[src/rtl/fwd_hazard_pkg.sv]
// rtl/fwd_hazard_pkg.sv - shared forwarding select codes and hazard FSM states
package fwd_hazard_pkg;

  localparam logic [1:0] FWD_RF    = 2'b00;
  localparam logic [1:0] FWD_MEMWB = 2'b01;
  localparam logic [1:0] FWD_EXMEM = 2'b10;

  typedef enum logic {
    IDLE  = 1'b0,
    STALL = 1'b1
  } hz_state_t;

endpackage

[src/rtl/fwd_port_sel.sv]
// rtl/fwd_port_sel.sv - per-operand forwarding select and WB-to-ID bypass comparator
module fwd_port_sel
  import fwd_hazard_pkg::*;
#(
  parameter int AW        = 4,
  parameter int WB_BYPASS = 1
) (
  input  logic [AW-1:0] i_idex_src,
  input  logic [AW-1:0] i_id_src,
  input  logic          i_id_src_vld,
  input  logic [AW-1:0] i_exmem_rd,
  input  logic          i_exmem_we,
  input  logic [AW-1:0] i_memwb_rd,
  input  logic          i_memwb_we,
  output logic [1:0]    o_fwd_sel,
  output logic          o_id_bypass
);

  logic w_exmem_hit;
  logic w_memwb_hit;
  logic w_wb_id_hit;

  // Register 0 is hardwired zero, so a zero destination never produces a hit.
  assign w_exmem_hit = i_exmem_we && (i_exmem_rd != '0) && (i_exmem_rd == i_idex_src);
  assign w_memwb_hit = i_memwb_we && (i_memwb_rd != '0) && (i_memwb_rd == i_idex_src);
  assign w_wb_id_hit = i_id_src_vld && i_memwb_we && (i_memwb_rd != '0) && (i_memwb_rd == i_id_src);

  always_comb begin
    o_fwd_sel = FWD_RF;
    if (w_exmem_hit) begin
      o_fwd_sel = FWD_EXMEM;
    end else if (w_memwb_hit) begin
      o_fwd_sel = FWD_MEMWB;
    end
  end

  assign o_id_bypass = (WB_BYPASS != 0) && w_wb_id_hit;

endmodule

[src/rtl/fwd_hazard_unit.sv]
// rtl/fwd_hazard_unit.sv - EX forwarding selects, load-use stall FSM and stall counter
module fwd_hazard_unit
  import fwd_hazard_pkg::*;
#(
  parameter int AW        = 4,
  parameter int NPORT     = 2,
  parameter int LOAD_LAT  = 1,
  parameter int WB_BYPASS = 1,
  parameter int CNT_W     = 16
) (
  input  logic                  clk,
  input  logic                  rst,
  input  logic [NPORT*AW-1:0]   IDsrc,
  input  logic [NPORT-1:0]      IDsrcVld,
  input  logic [NPORT*AW-1:0]   IDEXsrc,
  input  logic [AW-1:0]         IDEXrd,
  input  logic                  IDEXregWrite,
  input  logic                  IDEXmemRead,
  input  logic [AW-1:0]         EXMEMrd,
  input  logic                  EXMEMregWrite,
  input  logic [AW-1:0]         MEMWBrd,
  input  logic                  MEMWBregWrite,
  input  logic                  flush,
  output logic [NPORT*2-1:0]    fwdSel,
  output logic [NPORT-1:0]      idBypass,
  output logic                  stall,
  output logic                  bubble,
  output logic [CNT_W-1:0]      stallCnt
);

  localparam logic [3:0] LAT_M1    = 4'(LOAD_LAT - 1);
  localparam bit         MULTI_LAT = (LOAD_LAT > 1);

  logic [NPORT-1:0] w_port_hz;
  logic             w_hz;
  hz_state_t        r_state;
  hz_state_t        w_next_state;
  logic [3:0]       r_rem;
  logic [3:0]       w_next_rem;
  logic             w_stall;
  logic [CNT_W-1:0] r_cnt;

  for (genvar g = 0; g < NPORT; g++) begin : g_port
    fwd_port_sel #(
      .AW        (AW),
      .WB_BYPASS (WB_BYPASS)
    ) u_sel (
      .i_idex_src   (IDEXsrc[g*AW +: AW]),
      .i_id_src     (IDsrc[g*AW +: AW]),
      .i_id_src_vld (IDsrcVld[g]),
      .i_exmem_rd   (EXMEMrd),
      .i_exmem_we   (EXMEMregWrite),
      .i_memwb_rd   (MEMWBrd),
      .i_memwb_we   (MEMWBregWrite),
      .o_fwd_sel    (fwdSel[g*2 +: 2]),
      .o_id_bypass  (idBypass[g])
    );

    assign w_port_hz[g] = IDsrcVld[g] && (IDsrc[g*AW +: AW] == IDEXrd);
  end

  assign w_hz = IDEXmemRead && IDEXregWrite && (IDEXrd != '0) && (|w_port_hz);

  // The detect cycle is the first stall cycle; STALL covers the remaining LOAD_LAT-1.
  always_comb begin
    w_next_state = r_state;
    w_next_rem   = r_rem;
    w_stall      = 1'b0;
    case (r_state)
      IDLE: begin
        w_stall = w_hz && !flush;
        if (w_stall && MULTI_LAT) begin
          w_next_state = STALL;
          w_next_rem   = LAT_M1;
        end
      end
      STALL: begin
        w_stall    = 1'b1;
        w_next_rem = r_rem - 4'd1;
        if (r_rem == 4'd1) begin
          w_next_state = IDLE;
        end
      end
      default: begin
        w_next_state = IDLE;
        w_next_rem   = '0;
      end
    endcase
    if (flush) begin
      w_stall      = 1'b0;
      w_next_state = IDLE;
      w_next_rem   = '0;
    end
  end

  always_ff @(posedge clk) begin
    if (rst) begin
      r_state <= IDLE;
      r_rem   <= '0;
      r_cnt   <= '0;
    end else begin
      r_state <= w_next_state;
      r_rem   <= w_next_rem;
      if (w_stall && (r_cnt != {CNT_W{1'b1}})) begin
        r_cnt <= r_cnt + 1'b1;
      end
    end
  end

  assign stall    = w_stall;
  assign bubble   = w_stall;
  assign stallCnt = r_cnt;

endmodule

[config.mk]
export PLATFORM = sky130hd
export DESIGN_NAME = fwd_hazard_unit
export DESIGN_NICKNAME = d
export VERILOG_FILES = /design/src/rtl/fwd_hazard_pkg.sv /design/src/rtl/fwd_port_sel.sv /design/src/rtl/fwd_hazard_unit.sv
export SDC_FILE = /design/constraint.sdc
export NUM_CORES = 1
export LEC_CHECK = 0
export CAP_MARGIN = 20
export CORE_UTILIZATION = 47
export CTS_CLUSTER_SIZE = 24
export DETAILED_ROUTE_END_ITERATION = 16
export PLACE_DENSITY = 0.86
export SLEW_MARGIN = 40
export SYNTH_ARGS = -nofsm -noshare
export SYNTH_HDL_FRONTEND = slang
export SYNTH_SLANG_ARGS = --single-unit
[constraint.sdc]
create_clock -name clk -period 3.5 [get_ports clk]
set_input_delay 0.35 -clock clk [delete_from_list [all_inputs] [get_ports clk]]
set_output_delay 0.35 -clock clk [all_outputs]
set_load 0.02 [all_outputs]
==> run_results.csv, run 1 <==
group,metric,value,unit
run_status,outcome,"complete, no violations",
sta,hold_violations,0,
sta,final.period_utilization,80.9,%
floorplan,die_h,59.2,um
synth,synth_top_area_share,27.3,%
setup_path,crit_slowest_cell,"o41ai_1",
detailed_routing,ant_nets,0,
global_route,grt_max_degree,29,
sta,grt_setup_unrepaired,"no",
synth,synth_top_cell_by_area,"dfxtp_1",
cts,worstSkewPairLatency,0.31,ns
finish,area_growth_syn_to_layout,38.1,%
floorplan,num_rows,20,
setup_path,critPathBufInv,2,
synth,synth-seq-cells,21,
cts,clockRootBuffer,"clkbuf_4",
finish,drive_gt1_share,4.22,%
cts,postCtsSetupBuffers,0,
sta,relSlewSlack,55.5,%
cts,cts_max_path_buffers,2,
sta,finalSetupTns,0,ns
synth,synth_edf_count,0,
cts,hold_buffers,0,
detailed_routing,drt_wl_total,3.72,mm
detailed_routing,vias_per_cell,5.52,
synth,ys_types,32,
power,ir_worst_vdd,0.000102,V
placement,place.gp.congestion,0.796,
cts,clkSlewWorstSetupHoldPaths,0.11,ns
setup_path,worstPathCellList,"clkdlybuf4s50_1 > o41ai_1 > nor4_1 > and3_1 > clkdlybuf4s50_1",
power,p_total,0.470,mW
cts,cts_resized,0,
finish,multi_input_area,1010,um^2
sta,fin_crit,2.83,ns
worst_hold_path,worstHoldStart,"rst",
sta,hold_ws,0.475,ns
setup_path,rr_startpoint,"stallCnt[3]",
synth,synth_compound_area_share,10.4,%
floorplan,die_w,59.2,um
finish,seqCellArea,420,um^2
sta,clock.fmax,0.353,GHz
synth,async_flop_share,0,%
synth,synth.mux.area_fraction,2.85,%
detailed_routing,drc,0,
floorplan,dieArea,3500,um^2
synth,synth_area_leaders,"dfxtp_1 (27%), xnor2_1 (13%), xor2_1 (7.4%)",
synth,syn-cell-area,1540,um^2
placement,detailed_place_hpwl,2.91,mm
synth,synthFlopType,"dfxtp_1",
placement,placed_cell_area,2100,um^2
finish,fillCellCount,257,
setup_path,worst-endpoint-required,3.15,ns
synth,seq_area_frac_synth,27.3,%
synth,syn_inst,188,
global_route,grt_pass1_wl,5.89,mm
setup_path,crit_path_end_kind,"output pin",
sta,drv_slew,0,
cts,cts.sinks,21,
setup_path,cpLargestDelayFamily,"buffers and inverters",
setup_path,crit_path_start_kind,"input pin",
synth,synth_common_cells,"xnor2_1 (22), dfxtp_1 (21), nand4_1 (14)",
placement,io_buffers,60,
setup_path,crit_path_frequent_cell,"clkdlybuf4s50_1",
detailed_routing,first_pass_iters,4,
setup_path,max_stage_delay,0.70,ns
global_route,track_usage,22.2,%
run,cap_violations,0,
floorplan,core,3080,um^2
finish,stdcell_area,2120,um^2
global_route,overflow,0,
finish,fin_nets,278,
sta,worstMarginPinSlew,0.659,ns
finish,diodes,0,
synth,synthXorXnorAreaFrac,19.9,%
setup_path,crit_type,"input pin to output pin",
cts,cts_tree,"done",
setup_path,crit_start,"MEMWBrd[0]",
synth,synth_top_family_by_area,"simple AND/OR/NAND/NOR gates",
placement,dp_cells,277,
power,power_density,221,nW/um^2
global_route,grt_pass1_vias,1351,
detailed_routing,drtIter0Drc,92,
detailed_routing,vias,1552,
sta,finalSetupViolCount,0,
detailed_routing,post_drt_wl_per_cell,13.2,um
synth,yosysMostFrequentCell,"xnor2_1",
cts,cts_htree_levels,1,
worst_hold_path,min_path_type,"input pin to flip-flop",
synth,synth-simple-area-share,30.1,%
floorplan,num_io_pins,61,
synth,ys.warnings.count,0,
synth,synthAdderAreaFrac,2.44,%
global_route,antenna_found_initial,0,
finish,fin_cells,281,
synth,syn_avg_cell_area,8.18,um^2
setup_path,cp_max_fo,5,
cts,numCtsBuffers,3,
floorplan,start_util,50.0,%
setup_path,arrival,2.48,ns
sta,finClkSkew,0.00334,ns
power,power_leakage,0.673,nW
synth,synth_fp_nets,228,
## path summary, 6_finish.rpt
path	end	slack [ns]	cells after the start
max	idBypass[0]	0.67	5
min	stallCnt[14]	0.48	2
max reg2reg	stallCnt[0]	1.60	5
min reg2reg	stallCnt[9]	0.50	2
## stage by stage
stage / setup slack [ns] / util (%)
after global routing: 0.500 / 69.0
after global placement: 0.732 / 68.3
after detailed placement: 0.689 / 68.3
final: 0.669 / 69.0
after floorplan: 1.41 / -
after CTS: 0.689 / 69.1
## layout by cell type (no fill, tap or decap), types with 3 or more instances in the layout
| cell type | Yosys | final |
|---|---|---|
| a21oi_1 | 11 | 11 |
| and3_1 | 5 | 5 |
| clkbuf_4 | 0 | 3 |
| clkdlybuf4s50_1 | 0 | 59 |
| dfxtp_1 | 21 | 21 |
| ha_1 | 3 | 3 |
| inv_1 | 4 | 4 |
| mux2_2 | 3 | 3 |
| nand2_1 | 5 | 5 |
| nand2b_1 | 3 | 3 |
| nand3_1 | 5 | 5 |
| nand4_1 | 14 | 14 |
| nor2_1 | 11 | 11 |
| nor2b_1 | 5 | 5 |
| nor3_1 | 7 | 7 |
| nor4_1 | 6 | 6 |
| o21ai_0 | 8 | 8 |
| o31ai_1 | 4 | 4 |
| or3_1 | 8 | 8 |
| or4_1 | 5 | 5 |
| xnor2_1 | 22 | 22 |
| xor2_1 | 13 | 13 |
## state kept, by name (all words and copies together) (netlist names)
signal    count
stallCnt     16
r_rem         4
r_state       1
## cell families (layout without fill, tap and decap cells)
| logic type | after synthesis | count (layout) |
|---|---|---|
| compound gates | 27 | 27 |
| xor+xnor | 35 | 35 |
| fa+ha+maj | 3 | 3 |
| buf+inv | 19 | 68 |
| flops | 21 | 21 |
| mux | 4 | 4 |
| simple gates | 79 | 79 |
## report_power, final
part / total (mW) / switching [mW] / internal (mW)
Clock: 0.121 / 0.0762 / 0.0446
Sequential: 0.239 / 0.000166 / 0.239
Combinational: 0.110 / 0.0464 / 0.0632
Total: 0.470 / 0.123 / 0.347
## area by class of cell
cell class	count	share of cell area (%)
multi-input cells	148	47.6
inverters	4	0.707
clock buffers	4	1.24
repair buffers	60	28.0
well taps	44	2.59
flip-flops and latches	21	19.8
## routing by layer
layer	part of all wire [%]	track usage, %	routed length, um	vias up
met5	0	0	0	-
met4	0.99	8.84	37	0
met3	6.7	5.24	249	4
met2	51	39.0	1900	60
met1	41	25.6	1540	709
li1	-	-	-	779
No activity file was read; power rests on OpenSTA's default activity.
==> run 2: changes to the inputs <==
--- a/config.mk
+++ b/config.mk
@@ -6,10 +6,10 @@
 export NUM_CORES = 1
 export LEC_CHECK = 0
 export CAP_MARGIN = 20
-export CORE_UTILIZATION = 47
+export CORE_UTILIZATION = 39
 export CTS_CLUSTER_SIZE = 24
 export DETAILED_ROUTE_END_ITERATION = 16
-export PLACE_DENSITY = 0.86
+export PLACE_DENSITY = 0.76
 export SLEW_MARGIN = 40
 export SYNTH_ARGS = -nofsm -noshare
 export SYNTH_HDL_FRONTEND = slang
==> constraint.sdc (replaced) <==
create_clock -name clk -period 2.55 [get_ports clk]
set_input_delay 0.255 -clock clk [delete_from_list [all_inputs] [get_ports clk]]
set_output_delay 0.255 -clock clk [all_outputs]
set_load 0.02 [all_outputs]
==> run 2 against run 1 <==
Hold slack improved by 0.024 ns; sequential cell count unchanged; cell count rose by 4.6%; setup slack worse by 0.53 ns; critical path depth up 2; largest power group unchanged.
==> run_results.csv, run 2 (synthesis results as in run 1) <==
group,metric,value,unit
setup_path,r2r_slack,0.62,ns
detailed_routing,post_drt_wl_per_cell,12.4,um
global_route,grt_pass1_vias,1495,
power,power_leakage,0.737,nW
finish,mostFrequentLayoutCells,"clkdlybuf4s50_1 (60), xnor2_1 (22), dfxtp_1 (21)",
detailed_routing,ant_nets,0,
power,p_total,0.709,mW
cts,cts_htree_levels,1,
sta,worstMarginPinSlew,0.647,ns
detailed_routing,drc,0,
setup_path,timing.rr.end,"stallCnt[6]",
setup_path,rr_worst_depth,6,
floorplan,die_h,64.8,um
worst_hold_path,min_path_type,"flip-flop to flip-flop",
detailed_routing,vias,1544,
power,pwr-share-comb,22.9,%
floorplan,num_rows,22,
power,p_int,0.536,mW
cts,cts_tree,"done",
floorplan,core,3720,um^2
global_route,grtUsageMet2,34.1,%
cts,clockRootBuffer,"clkbuf_8",
global_route,track_usage,18.8,%
setup_path,crit_path_end_kind,"output pin",
finish,mostFrequentLayoutCell,"clkdlybuf4s50_1",
global_route,overflow,0,
setup_path,cp_max_fo,6,
detailed_routing,first_pass_iters,4,
cts,numCtsBuffers,3,
finish,drive_gt1_share,8.13,%
global_route,grt_pass1_wl,6.27,mm
floorplan,die_w,64.8,um
setup_path,arrival,2.15,ns
sta,relSlewSlack,56.7,%
setup_path,crit_type,"input pin to output pin",
run_status,outcome,"complete, no violations",
global_route,use_met1,22.4,%
finish,diodes,0,
finish,largest_reg_flops,16,
sta,fin_crit,2.41,ns
cts,cts_max_path_buffers,2,
setup_path,worst-endpoint-required,2.30,ns
placement,detailed_place_hpwl,3.01,mm
placement,io_buffers,60,
finish,final_util,60.5,%
global_route,antenna_found_initial,0,
detailed_routing,drtIter0Drc,85,
placement,dp_cells,290,
sta,finClkSkew,0.00144,ns
power,ir_worst_vdd,0.000138,V
power,clkPwrFrac,30.8,%
power,switchingPower,0.173,mW
cts,clkSlewWorstSetupHoldPaths,0.07,ns
sta,hold_ws,0.499,ns
power,p_seq_share,46.3,%
global_route,grt_max_degree,24,
finish,fin_cells,294,
setup_path,crit_path_start_kind,"input pin",
sta,grt_setup_unrepaired,"no",
sta,finalSetupTns,0,ns
sta,hold_violations,0,
finish,fin_nets,287,
floorplan,start_util,41.4,%
sta,clock.fmax,0.415,GHz
global_route,top_usage_layer,"met2",
sta,final.period_utilization,94.5,%
detailed_routing,drt_wl_total,3.65,mm
detailed_routing,vias_per_cell,5.25,
global_route,grt.met3_usage,3.52,%
finish,area_growth_syn_to_layout,46.1,%
floorplan,dieArea,4200,um^2
floorplan,num_io_pins,61,
worst_hold_path,holdPathEnd,"stallCnt[6]",
run,cap_violations,0,
power,power_density,315,nW/um^2
cts,worstSkewPairLatency,0.26,ns
sta,finalSetupViolCount,0,
sta,drv_slew,0,
worst_hold_path,worstHoldStart,"stallCnt[6]",
power,netSwitchingFraction,24.4,%
placement,place.gp.congestion,0.823,
worst_hold_path,hold_path_depth,2,
cts,cts.sinks,21,
setup_path,rr_startpoint,"stallCnt[2]",
==> run 2: how the worst max path moves through the flow <==
stage                  end  slack [ns]  depth (start not counted)  startpoint
2_1_floorplan        stall        0.65                          8   IDEXrd[0]
6_report            bubble        0.14                          7   IDEXrd[0]
5_1_grt             bubble        0.03                          7   IDEXrd[0]
3_3_place_gp     fwdSel[0]        0.02                          5  EXMEMrd[0]
3_5_place_dp   idBypass[1]       0.009                          5  MEMWBrd[1]
4_1_cts        idBypass[1]       0.007                          5  MEMWBrd[1]
==> run 2: cell type report <==
type | count | area [um^2]
tap | 48 | 60.1
timing repair buffer | 69 | 681
sequential | 21 | 420
fill | 346 | 1470
clock buffer | 4 | 45.0
multi-input combinational | 148 | 1030
inverter | 4 | 15.0
==> run 2: critical path, stage by stage <==
cell and delay (ns):
clkdlybuf4s50_1 0.47, xor2_1 0.19, nor3_2 0.18, nand4_1 0.11
and3_4 0.22, nor2_1 0.11, clkdlybuf4s50_1 0.61
==> run 2: through the flow <==
step | setup slack, ns | instance area (um^2)
2_1_floorplan | 0.647 | 1540
3_3_place_gp | 0.0155 | 2190
3_5_place_dp | 0.00867 | 2190
4_1_cts | 0.00688 | 2230
5_1_grt | 0.0258 | 2250
6_report | 0.141 | 2250
==> run 2: layer usage <==
layer / share of wire, % / vias to the layer above
met5: 0 / -
met4: 0.99 / 0
met3: 4.1 / 4
met2: 49 / 44
met1: 46 / 699
li1: - / 797
==> run 2: power by group through the flow <==
stage	Combinational (mW)	Clock, mW	Sequential, mW
after floorplan	0.0714	0	0.336
after global placement	0.159	0	0.336
after detailed placement	0.161	0	0.336
after CTS	0.161	0.224	0.328
after global routing	0.176	0.241	0.328
final	0.162	0.218	0.328
==> run 2: timing repair <==
item                                   CTS  global route
gates resized for setup                  0             2
setup endpoints to repair                0             4
buffers inserted                         0             0
hold buffers                             0             0
endpoints found under the hold margin    0             0
